**config.mk**
```make
export PLATFORM = sky130hd
export DESIGN_NAME = multi_countdown_timer
export DESIGN_NICKNAME = d
export VERILOG_FILES = /design/src/rtl/watch_pkg.sv /design/src/rtl/countdown_channel.sv /design/src/rtl/multi_countdown_timer.sv
export SDC_FILE = /design/constraint.sdc
export NUM_CORES = 1
export LEC_CHECK = 0
export ABC_CLOCK_PERIOD_IN_PS = 3400
export CAP_MARGIN = 5
export CORE_AREA = 2 2 164 166
export DETAILED_ROUTE_END_ITERATION = 10
export DIE_AREA = 0 0 166 168
export PLACE_DENSITY_LB_ADDON = 0.3
export SYNTH_ARGS = -nofsm -noshare
export SYNTH_HDL_FRONTEND = slang
export SYNTH_SLANG_ARGS = --single-unit
```
**constraint.sdc**
```tcl
create_clock -name clk -period 3.4 [get_ports clk]
set_clock_uncertainty 0.05 [all_clocks]
set_input_delay 0.68 -clock clk [delete_from_list [all_inputs] [get_ports clk]]
set_output_delay 0.68 -clock clk [all_outputs]
set_load 0.01 [all_outputs]
```
**src/rtl/watch_pkg.sv**
```systemverilog
// Shared time record, limits and time arithmetic for the countdown timers.
package watch_pkg;

    localparam int MAX_HOURS = 23;
    localparam int MAX_MINS  = 59;
    localparam int MAX_SECS  = 59;

    localparam int HOURS_W = 5;
    localparam int MINS_W  = 6;
    localparam int SECS_W  = 6;

    typedef struct packed {
        logic [HOURS_W-1:0] hours;
        logic [MINS_W-1:0]  mins;
        logic [SECS_W-1:0]  secs;
    } time_t;

    localparam time_t TIME_ZERO = '0;
    localparam time_t TIME_ONE  = '{hours: '0, mins: '0, secs: SECS_W'(1)};
    localparam time_t TIME_MAX  = '{hours: HOURS_W'(MAX_HOURS),
                                    mins:  MINS_W'(MAX_MINS),
                                    secs:  SECS_W'(MAX_SECS)};

    // One-second decrement with borrow; caller guarantees t is nonzero.
    function automatic time_t dec_time(input time_t t);
        time_t r;
        r = t;
        if (t.secs != '0) begin
            r.secs = t.secs - 1'b1;
        end else begin
            r.secs = SECS_W'(MAX_SECS);
            if (t.mins != '0) begin
                r.mins = t.mins - 1'b1;
            end else begin
                r.mins  = MINS_W'(MAX_MINS);
                r.hours = t.hours - 1'b1;
            end
        end
        return r;
    endfunction

    // Add a constant number of seconds with carry, saturating at 23:59:59.
    // step is a parameter at every call site, so the divides fold away.
    function automatic time_t add_secs(input time_t t, input int step);
        int s;
        int m;
        int h;
        s = int'(t.secs)  + (step % 60);
        m = int'(t.mins)  + ((step / 60) % 60);
        h = int'(t.hours) + (step / 3600);
        if (s > MAX_SECS) begin
            s = s - 60;
            m = m + 1;
        end
        if (m > MAX_MINS) begin
            m = m - 60;
            h = h + 1;
        end
        if (h > MAX_HOURS) return TIME_MAX;
        return '{hours: HOURS_W'(h), mins: MINS_W'(m), secs: SECS_W'(s)};
    endfunction

endpackage

```
**src/rtl/countdown_channel.sv**
```systemverilog
// One timer channel: stored time, run flag, alarm flag and alarm duration counter.
// Action strobes arrive already prioritised (at most one of clear/toggle/plus).
module countdown_channel
    import watch_pkg::*;
#(
    parameter int STEP_SECS   = 60,
    parameter int ALARM_TICKS = 10
) (
    input  logic               clk,
    input  logic               reset,
    input  logic               tick,
    input  logic               do_clear,
    input  logic               do_toggle,
    input  logic               do_plus,
    output logic [HOURS_W-1:0] hours,
    output logic [MINS_W-1:0]  mins,
    output logic [SECS_W-1:0]  secs,
    output logic               running,
    output logic               alarm
);

    localparam int AC_W = $clog2(ALARM_TICKS + 1);

    time_t           t;
    logic [AC_W-1:0] acnt;
    logic            is_zero;
    logic            is_one;

    assign is_zero = (t == TIME_ZERO);
    assign is_one  = (t == TIME_ONE);

    // Channel state update: clear beats toggle beats plus; a toggle cycle never decrements.
    always_ff @(posedge clk) begin
        if (reset || do_clear) begin
            t       <= TIME_ZERO;
            running <= 1'b0;
            alarm   <= 1'b0;
            acnt    <= '0;
        end else if (do_toggle) begin
            if (alarm) begin
                alarm   <= 1'b0;
                running <= 1'b0;
                acnt    <= '0;
            end else if (!is_zero) begin
                running <= !running;
            end
        end else begin
            if (do_plus && !running) begin
                t <= add_secs(t, STEP_SECS);
            end else if (tick && running && !is_zero) begin
                t <= dec_time(t);
                if (is_one) begin
                    running <= 1'b0;
                    alarm   <= 1'b1;
                    acnt    <= '0;
                end
            end
            // Alarm is never set while running, so this cannot collide with the set above.
            if (tick && alarm) begin
                if (acnt == AC_W'(ALARM_TICKS - 1)) begin
                    alarm <= 1'b0;
                    acnt  <= '0;
                end else begin
                    acnt <= acnt + 1'b1;
                end
            end
        end
    end

    assign hours = t.hours;
    assign mins  = t.mins;
    assign secs  = t.secs;

endmodule

```
**src/rtl/multi_countdown_timer.sv**
```systemverilog
// Multi-channel countdown timer: prescaler, input edge detection, channel
// selection and display mux; per-channel state lives in countdown_channel.
module multi_countdown_timer
    import watch_pkg::*;
#(
    parameter int CLK_FREQ    = 50000000,
    parameter int TICK_HZ     = 1,
    parameter int CHANNELS    = 4,
    parameter int STEP_SECS   = 60,
    parameter int ALARM_TICKS = 10,
    localparam int SEL_W      = (CHANNELS > 1) ? $clog2(CHANNELS) : 1
) (
    input  logic                clk,
    input  logic                reset,
    input  logic                sel,
    input  logic                start_stop,
    input  logic                plus,
    input  logic                clear,
    output logic [SEL_W-1:0]    sel_idx,
    output logic [4:0]          disp_hours,
    output logic [5:0]          disp_mins,
    output logic [5:0]          disp_secs,
    output logic [CHANNELS-1:0] running,
    output logic [CHANNELS-1:0] alarm
);

    localparam int DIV   = CLK_FREQ / TICK_HZ;
    localparam int CNT_W = $clog2(DIV);

    logic [CNT_W-1:0] presc;
    logic             tick;
    logic [3:0]       in_vec;
    logic [3:0]       prev;
    logic             armed;
    logic [3:0]       edges;
    logic             sel_e, ss_e, plus_e, clr_e;

    logic [CHANNELS-1:0]              do_clear, do_toggle, do_plus;
    logic [CHANNELS-1:0][HOURS_W-1:0] ch_hours;
    logic [CHANNELS-1:0][MINS_W-1:0]  ch_mins;
    logic [CHANNELS-1:0][SECS_W-1:0]  ch_secs;

    assign tick = (presc == CNT_W'(DIV - 1));

    // Free-running prescaler; tick is the last count before wrap.
    always_ff @(posedge clk) begin
        if (reset || tick) presc <= '0;
        else               presc <= presc + 1'b1;
    end

    assign in_vec = {sel, start_stop, plus, clear};

    // Previous-level registers; armed masks the first cycle after reset so a
    // level held high through release is not seen as an edge.
    always_ff @(posedge clk) begin
        if (reset) begin
            prev  <= '0;
            armed <= 1'b0;
        end else begin
            prev  <= in_vec;
            armed <= 1'b1;
        end
    end

    assign edges = in_vec & ~prev & {4{armed}};
    assign {sel_e, ss_e, plus_e, clr_e} = edges;

    // Selection advance with wrap; coincident actions use the old index.
    always_ff @(posedge clk) begin
        if (reset)
            sel_idx <= '0;
        else if (sel_e)
            sel_idx <= (sel_idx == SEL_W'(CHANNELS - 1)) ? '0 : sel_idx + 1'b1;
    end

    for (genvar g = 0; g < CHANNELS; g++) begin : g_ch
        logic hit;
        assign hit          = (sel_idx == SEL_W'(g));
        assign do_clear[g]  = hit & clr_e;
        assign do_toggle[g] = hit & ss_e & ~clr_e;
        assign do_plus[g]   = hit & plus_e & ~ss_e & ~clr_e;

        countdown_channel #(
            .STEP_SECS  (STEP_SECS),
            .ALARM_TICKS(ALARM_TICKS)
        ) u_ch (
            .clk      (clk),
            .reset    (reset),
            .tick     (tick),
            .do_clear (do_clear[g]),
            .do_toggle(do_toggle[g]),
            .do_plus  (do_plus[g]),
            .hours    (ch_hours[g]),
            .mins     (ch_mins[g]),
            .secs     (ch_secs[g]),
            .running  (running[g]),
            .alarm    (alarm[g])
        );
    end

    // Display mux from the selected channel's registered time.
    always_comb begin
        disp_hours = '0;
        disp_mins  = '0;
        disp_secs  = '0;
        for (int i = 0; i < CHANNELS; i++) begin
            if (sel_idx == SEL_W'(i)) begin
                disp_hours = ch_hours[i];
                disp_mins  = ch_mins[i];
                disp_secs  = ch_secs[i];
            end
        end
    end

endmodule

```
==> results of run 1 <==
final cells by class:
class                   instances  area [um^2]  share of cell area, %
well taps                     341          427                   3.46
clock inverters                15          140                   1.14
inverters                      58          218                   1.77
repair buffers                145         1200                   9.71
clock buffers                  17          425                   3.45
multi-input cells            1163         7410                   60.1
flip-flops and latches        125         2510                   20.3
cell families after synthesis:
group | count (synthesis)
compound gates | 408
xor+xnor | 52
fa+ha+maj | 72
buf+inv | 148
flops | 125
mux | 12
simple gates | 619
path summary, 6_finish.rpt:
check / slack (ns) / end / from
worst max-delay path: 0.10 / disp_hours[4] / sel_idx[0]$_SDFFE_PP0P_
worst min-delay path: 0.41 / presc[0]$_SDFF_PP0_ / presc[0]$_SDFF_PP0_
worst max register to register: 0.14 / g_ch[0].u_ch.secs[4]$_SDFFE_PP0P_ / g_ch[0].u_ch.secs[2]$_SDFFE_PP0P_
worst min register to register: 0.41 / presc[0]$_SDFF_PP0_ / presc[0]$_SDFF_PP0_
layer usage:
layer,track usage (%),vias up,wire (um)
li1,-,5334,-
met1,29.8,5103,14700
met2,35.0,338,13700
met3,2.49,65,1500
met4,8.13,0,845
met5,0,-,0
synthesized netlist by cell type (all sizes together) (11+ instances only):
master	number	area [um^2]
nor2	166	623
nand2	151	569
a21oi	148	756
dfxtp	125	2500
o21ai	106	531
ha	72	901
nand3	68	340
inv	58	218
clkbuf	55	210
nor3	48	252
buf	35	205
a31oi	26	169
xnor2	26	235
xor2	26	235
nand4	25	156
and3	24	150
nor2b	20	125
and2	17	106
or3	16	100
a211oi	13	97.6
nand2b	11	68.8
nor4	11	75.1
registers in the layout (all words and copies together), names as in the netlist, 4 cells and up:
| name | flops |
|---|---|
| g_ch.u_ch.running | 4 |
| g_ch.u_ch.alarm | 4 |
| g_ch.u_ch.hours | 20 |
| g_ch.u_ch.acnt | 16 |
| g_ch.u_ch.mins | 24 |
| presc | 26 |
| g_ch.u_ch.secs | 24 |
| prev | 4 |
power by group:
group / leakage (nW) / internal [mW] / switching (mW)
Clock: 0.278 / 0.971 / 0.835
Combinational: 3.48 / 0.124 / 0.195
Sequential: 1.01 / 1.48 / 0.0243
critical path: cells and delay by family, from the launching register on:
| family | cells | cell delay [ns] |
|---|---|---|
| buffers and inverters | 3 | 0.92 |
| AOI/OAI and AO/OA | 3 | 0.40 |
| DFF | 1 | 0.32 |
| and+or+nand+nor | 2 | 0.27 |
| adders and majority gates | 1 | 0.22 |
per-stage QoR:
stage	utilization [%]	total power [mW]	cells	hold slack (ns)	setup slack, ns
6_report	46.8	3.63	1864	0.413	0.101
5_1_grt	46.8	3.75	1864	0.461	-0.0353
2_1_floorplan	-	1.72	1436	0.376	0.0255
3_5_place_dp	43.6	1.84	1821	0.406	0.0233
3_3_place_gp	43.6	1.84	1821	0.393	0.145
4_1_cts	45.9	3.64	1853	0.420	0.00790
what timing repair did:
item	4_1_cts	5_1_grt
pin swaps	0	18
setup endpoints to repair	24	64
setup buffers	0	11
gates resized for setup	5	38
==> results.yml, run 1 <==
synth:
  async_flop_share_pct: 0
  synthAdderAreaFrac_pct: 8.73
  synth_compound_area_share_pct: 24.9
  synth_nets: 1514
  ys_seq_elements: 125
  yosysSeqAreaShare_pct: 24.2
  synth_xor_area_share_pct: 4.56
  synth-edff-count: 0
  syn_inst: 1436
  yosysUniqueCellTypes: 90
  synth.area.mux_share_pct: 1.38
  yosys_warnings: 0
  synth-simple-area-share_pct: 30.1
  synth_top_family_by_area: "simple AND/OR/NAND/NOR gates"
  netlist_area_um2: 10300
  syn_area_per_cell_um2: 7.19
  synth_top_flop_cell: "dfxtp_1"
timing:
  setup_viol: 0
  min_period_ns: 3.30
  slew_viol_final: 0
  tns_ns: 0
  worst_slew_pin_slew_ns: 0.989
  fin_crit_sh_pct: 97.0
  fmax_ghz: 0.303
  finalHoldViolations: 0
  max-slew-margin-rel_pct: 33.2
grt:
  grt_start_max_net_pins: 42
  grt_util_all_layers_pct: 21.7
  grt_pass1_wl_um: 50800
  grt_overflow_total: 0
  grt_pass1_vias: 10122
  antenna_found_initial: 1
floorplan:
  start_util_pct: 39.2
  die_x_um: 166
  io_pins: 33
  coreArea_um2: 26400
  die_area_um2: 27900
  fp.dieH_um: 168
  rows: 60
setup_path:
  crit_fanout: 40
  crit_path_start_kind: "flip-flop"
  worst_path_max_delay_cell: "clkdlybuf4s50_1"
  r2r_cells: 16
  critPathKind: "flip-flop to output pin"
  crit_chain: "buf_4 > ha_1 > buf_12 > nor2_1 > a21oi_1 > nor2_1 > a21oi_1 > o21ai_0 > clkdlybuf4s50_1"
  required_ns: 2.67
  cp_data_arrival_time_ns: 2.57
  max_stage_delay_ns: 0.59
  cp-end-kind: "output pin"
clocking:
  htree_num_levels: 4
  postCtsHoldBufs: 0
  cts_tree: "yes"
  max-clock-path-buffers: 2
  cts_sinks: 125
  cts_made_buffers: 17
  clk_latency_ns: 0.44
  root_buffer: "clkbuf_16"
  clk_pin_slew_ns: 0.06
cells_and_area:
  drive_gt1_share_pct: 14.4
  final_common_cell: "nor2_1"
  layout_common_cells: "nor2_1 (162), nand2_1 (149), a21oi_1 (142)"
  syn_to_final_growth_pct: 19.4
  final_area_um2: 12300
  nets: 1588
  num_antenna_cells: 0
  n_fill_cell: 2627
run_status:
  outcome: "finished clean"
power:
  powerDensity_nw_per_um2: 294
  leakage_nw: 4.77
  ir_drop_mv: 0.342
route:
  final_antenna_net_count: 0
  drt_iter0_markers: 1110
  num_vias: 10840
  drcViolationCount: 0
  wl_um: 30800
  viasPerCell: 5.82
  drt_pre_antenna_iters: 7
  post_drt_wl_per_cell_um: 16.5
min_path:
  min_path_cells: 1
  hold_class: "flip-flop to flip-flop"
flow_run:
  cap_violations: 0
placed_design:
  port_buffers: 32
  gp_congestion: 0.939
  place_area_um2: 11500
  dp_hpwl_um: 22400
No activity file was read; power rests on OpenSTA's default activity.
==> run 2, diff against run 1 <==
Settings changed: REMOVE_ABC_BUFFERS set to 1.
==> run 2 against run 1 <==
  * Via count fell by 0.70%
  * Critical path depth unchanged
  * First-iteration DRC count fell by 16%
  * Count of clock-buffer cells in the layout unchanged
  * Largest power group unchanged
  * Highest routed layer unchanged
==> results.yml, run 2 (synthesis gave the netlist of run 1 again) <==
grt:
  grt_util_all_layers_pct: 21.5
  grt_start_max_net_pins: 41
  grt_overflow_total: 0
  grt_pass1_vias: 9962
  grt_pass1_wl_um: 50300
  antenna_found_initial: 0
timing:
  tns_ns: 0
  setup_viol: 0
  max-slew-margin-rel_pct: 35.3
  fmax_ghz: 0.302
  setup_ws_ns: 0.0914
  finalHoldViolations: 0
  fin_crit_sh_pct: 97.3
  worst_slew_pin_slew_ns: 0.958
  min_period_ns: 3.31
  slew_viol_final: 0
min_path:
  whs_endpoint: "presc[0]$_SDFF_PP0_"
  hp-start: "presc[0]$_SDFF_PP0_"
  min_path_cells: 1
  hold_class: "flip-flop to flip-flop"
clocking:
  cts_tree: "yes"
  clk_pin_slew_ns: 0.06
  htree_num_levels: 4
  cts_sinks: 125
  postCtsHoldBufs: 0
  max-clock-path-buffers: 2
  clk_latency_ns: 0.43
  root_buffer: "clkbuf_16"
  cts_made_buffers: 17
setup_path:
  reg2reg_slack_ns: 0.15
  crit_path_start_kind: "flip-flop"
  reg2reg_to: "g_ch[0].u_ch.mins[2]$_SDFFE_PP0P_"
  crit_start: "sel_idx[0]$_SDFFE_PP0P_"
  cp_data_arrival_time_ns: 2.58
  critPathKind: "flip-flop to output pin"
  r2r_start: "g_ch[0].u_ch.secs[2]$_SDFFE_PP0P_"
  crit_fanout: 40
  r2r_cells: 16
  required_ns: 2.67
  cp-end-kind: "output pin"
floorplan:
  io_pins: 33
  die_x_um: 166
  rows: 60
  fp.dieH_um: 168
  coreArea_um2: 26400
  start_util_pct: 39.2
  die_area_um2: 27900
cells_and_area:
  drive_gt1_share_pct: 14.8
  num_antenna_cells: 0
  regMostFlops: "presc"
  nets: 1586
  layout_common_cells: "nor2_1 (164), nand2_1 (148), a21oi_1 (143)"
  largest_register_ffs: 26
  final_common_cell: "nor2_1"
  syn_to_final_growth_pct: 19.6
power:
  powerDensity_nw_per_um2: 302
  leakage_nw: 4.78
  total_power_mw: 3.73
  ir_drop_mv: 0.307
route:
  num_vias: 10764
  post_drt_wl_per_cell_um: 16.3
  drt_pre_antenna_iters: 7
  final_antenna_net_count: 0
  viasPerCell: 5.78
  wl_um: 30400
  drcViolationCount: 0
  drt_iter0_markers: 933
placed_design:
  dp_hpwl_um: 22500
  post-place-ws_ns: -0.00337
  port_buffers: 32
  gp_congestion: 0.929
run_status:
  outcome: "finished clean"
flow_run:
  cap_violations: 0
## run 2: per-layer routing
layer	up-vias	global-route usage (%)	part of all wire (%)
li1	5336	-	-
met1	5068	29.4	47
met2	307	34.5	46
met3	53	2.99	4.6
met4	0	8.36	2.6
met5	-	0	0
## run 2: layout make-up
cell class                 count  area [um^2]
fill                        2588        14000
clock inverter                15          176
tap                          341          427
multi-input combinational   1163         7400
sequential                   125         2510
timing repair buffer         143         1190
inverter                      58          218
clock buffer                  17          425
## run 2: how the worst max path moves through the flow
stage | endpoint | slack, ns
floorplan | g_ch[3].u_ch.hours[3]$_SDFFE_PP0P_ | -0.50
global placement | g_ch[0].u_ch.hours[1]$_SDFFE_PP0P_ | 0.13
detailed placement | g_ch[1].u_ch.secs[4]$_SDFFE_PP0P_ | -0.003
CTS | g_ch[0].u_ch.hours[1]$_SDFFE_PP0P_ | 0.02
global route | g_ch[2].u_ch.secs[1]$_SDFFE_PP0P_ | -0.04
finish | disp_mins[0] | 0.09
## run 2: timing repair
action                                 in CTS  in global routing
pin swaps                                   1                 22
endpoints found under the hold margin       0                  0
buffers inserted                            1                  4
setup endpoints to repair                  16                 65
gates resized for setup                     5                 53
## run 2: where the power goes
group	leakage, nW	total (mW)	switching [mW]	internal, mW
Clock	0.290	1.90	0.789	1.11
Combinational	3.47	0.325	0.195	0.129
Sequential	1.01	1.51	0.0248	1.48
Total	4.78	3.73	1.01	2.72
## run 2: critical path, stage by stage, from the launching register on
cell and delay [ns]:
dfxtp_1 0.32, buf_4 0.15, ha_1 0.20, buf_12 0.20
nor2_1 0.08, a21oi_1 0.27, nor2_1 0.07, a21oi_1 0.20
o21ai_0 0.13, clkdlybuf4s50_1 0.50
## run 2: through the flow
stage | instances | utilization (%) | cell area, um^2 | hold slack (ns)
2_1_floorplan | 1346 | - | 9910 | 0.376
3_3_place_gp | 1825 | 43.6 | 11500 | 0.390
3_5_place_dp | 1825 | 43.6 | 11500 | 0.405
4_1_cts | 1858 | 46.0 | 12100 | 0.419
5_1_grt | 1862 | 46.9 | 12300 | 0.443
6_report | 1862 | 46.9 | 12300 | 0.420
==> run 3, diff against run 2 <==
Settings changed: CORE_AREA 2 2 164 166 to 2 2 138 140, DIE_AREA 0 0 166 168 to 0 0 140 142, GPL_ROUTABILITY_DRIVEN set to 0.
==> run 3 against run 2 <==
  * The flow now finishes with violations (design-rule violations)
  * Non-clock buffer count down 6
  * Routed wire length down 1.6%
  * Fmax down 0.54%
  * Total power down 0.22%
  * Worst hold slack better by 0.0051 ns
  * Critical path depth up 7
  * Global-route usage up 7.8 points
  * Critical endpoint is now g_ch[2].u_ch.mins[1]$_SDFFE_PP0P_
==> results.yml, run 3 (synthesis gave the netlist of run 1 again) <==
setup_path:
  crit_chain: "buf_4 > ha_1 > nand4_1 > nor2_2 > a32oi_2 > xnor2_2 > buf_4 > ha_1 > a41oi_2 > nand4_1 > buf_4 > a41oi_4 > nand3_2 > buf_4 > o311ai_1 > o32ai_1"
  reg2reg_slack_ns: 0.07
  crit_top_cell: "buf_4"
  reg2reg_to: "g_ch[2].u_ch.mins[1]$_SDFFE_PP0P_"
  required_ns: 3.64
  cp.depth: 16
  critPathTopFamily: "compound AO/OA/AOI/OAI gates"
  r2r_start: "g_ch[2].u_ch.secs[2]$_SDFFE_PP0P_"
  max_stage_delay_ns: 0.33
  worst_path_max_delay_cell: "dfxtp_2"
  crit_path_start_kind: "flip-flop"
  r2r_cells: 16
  critPathKind: "flip-flop to flip-flop"
  cp_data_arrival_time_ns: 3.56
  crit_fanout: 6
  cp-end-kind: "flip-flop"
  crit_buf_inv: 4
power:
  ir_drop_mv: 0.368
  leakage_nw: 4.76
  powerDensity_nw_per_um2: 305
timing:
  setup_viol: 0
  min_period_ns: 3.33
  finalHoldViolations: 0
  slew_viol_final: 0
  setup_ws_ns: 0.0733
  fmax_ghz: 0.301
  worst_slew_pin_slew_ns: 1.04
  max-slew-margin-rel_pct: 29.8
  fin_crit_sh_pct: 97.8
cells_and_area:
  final_area_um2: 12200
  drive_gt1_share_pct: 14.3
  multi_input_area_um2: 7420
  seqCellArea_um2: 2510
  largest_register_ffs: 26
  nets: 1580
  n_fill_cell: 1583
  num_antenna_cells: 0
  layout_common_cells: "nor2_1 (162), nand2_1 (147), a21oi_1 (143)"
  regMostFlops: "presc"
  final_common_cell: "nor2_1"
  fin_cells: 1749
  syn_to_final_growth_pct: 18.0
  final_util_pct: 66.0
floorplan:
  coreArea_um2: 18500
  fp.dieH_um: 142
  die_area_um2: 19900
  rows: 50
  die_x_um: 140
  start_util_pct: 55.9
  io_pins: 33
grt:
  busiest_layer: "met2"
  antenna_found_initial: 0
  use_met2_pct: 46.8
  grt_start_max_net_pins: 41
  met1_usage_pct: 40.0
  grt.met3_usage_pct: 4.00
  grt_pass1_vias: 10136
  grt_util_all_layers_pct: 29.3
  grt_overflow_total: 0
  grt_pass1_wl_um: 48700
placed_design:
  port_buffers: 32
  dp_hpwl_um: 21200
  placed_cells: 1706
  post-place-ws_ns: -0.0676
  place_area_um2: 11300
run_status:
  outcome: "complete, but fails checks"
  failed_checks: "design-rule violations"
route:
  num_vias: 11024
  drt_pre_antenna_iters: 10
  viasPerCell: 6.30
  drt_iter0_markers: 1117
  wl_um: 29900
  post_drt_wl_per_cell_um: 17.1
  drcViolationCount: 1
  final_antenna_net_count: 0
clocking:
  htree_num_levels: 4
  clk_latency_ns: 0.43
  cts_sinks: 125
  clk_pin_slew_ns: 0.06
  root_buffer: "clkbuf_16"
  postCtsHoldBufs: 0
  max-clock-path-buffers: 2
  cts_tree: "yes"
  cts_made_buffers: 17
flow_run:
  cap_violations: 0
min_path:
  hold_class: "flip-flop to flip-flop"
  whs_endpoint: "presc[0]$_SDFF_PP0_"
  min_path_cells: 1
  hp-start: "presc[0]$_SDFF_PP0_"
run 3: changes by cell type in the layout (fill, tap and decap cells not counted), moves of 3 or more:
cell | before | now
buf_4 | 107 | 102
dfxtp_1 | 116 | 120
a31oi_1 | 20 | 23
dfxtp_2 | 9 | 5
run 3: through the flow:
step / setup TNS [ns] / power (mW) / hold WS, ns
after floorplan: -3.48 / 1.71 / 0.376
after global placement: 0 / 1.83 / 0.392
after detailed placement: -0.206 / 1.83 / 0.410
after CTS: 0 / 3.71 / 0.421
after global routing: -0.601 / 3.83 / 0.465
final: 0 / 3.72 / 0.425
run 3: worst max-delay path by stage:
stage	slack (ns)	to	start
after global placement	0.08	g_ch[2].u_ch.secs[4]$_SDFFE_PP0P_	g_ch[2].u_ch.mins[0]$_SDFFE_PP0P_
after floorplan	-0.50	g_ch[3].u_ch.hours[3]$_SDFFE_PP0P_	sel_idx[0]$_SDFFE_PP0P_
final	0.07	g_ch[2].u_ch.mins[1]$_SDFFE_PP0P_	g_ch[2].u_ch.secs[2]$_SDFFE_PP0P_
after detailed placement	-0.07	g_ch[2].u_ch.secs[4]$_SDFFE_PP0P_	g_ch[2].u_ch.mins[0]$_SDFFE_PP0P_
after global routing	-0.1	g_ch[2].u_ch.mins[1]$_SDFFE_PP0P_	g_ch[2].u_ch.mins[1]$_SDFFE_PP0P_
after CTS	0.03	g_ch[0].u_ch.hours[1]$_SDFFE_PP0P_	g_ch[0].u_ch.secs[0]$_SDFFE_PP0P_
run 3: routing by layer:
layer,vias up,share of wire [%]
met5,-,0
met4,0,3.3
met3,95,7.0
met2,485,46
met1,5130,44
li1,5314,-
run 3: final cells by class:
class                      count  area share [%]
sequential                   125            20.6
inverter                      58            1.79
multi-input combinational   1163            60.9
clock inverter                15            1.45
timing repair buffer         137            9.40
clock buffer                  17            3.49
tap                          234            2.40
run 3: what timing repair did:
action                     CTS  global route
setup buffers                0            11
pin swaps                    0            25
resized for setup            3            51
setup endpoints to repair   26            70
run 3: report_power, final:
group          internal (mW)  leakage [nW]  total [mW]  switching [mW]
clock                   1.11         0.290        1.90           0.790
combinational          0.123          3.46       0.316           0.193
sequential              1.48          1.01        1.51          0.0262
total                   2.71          4.76        3.72            1.01
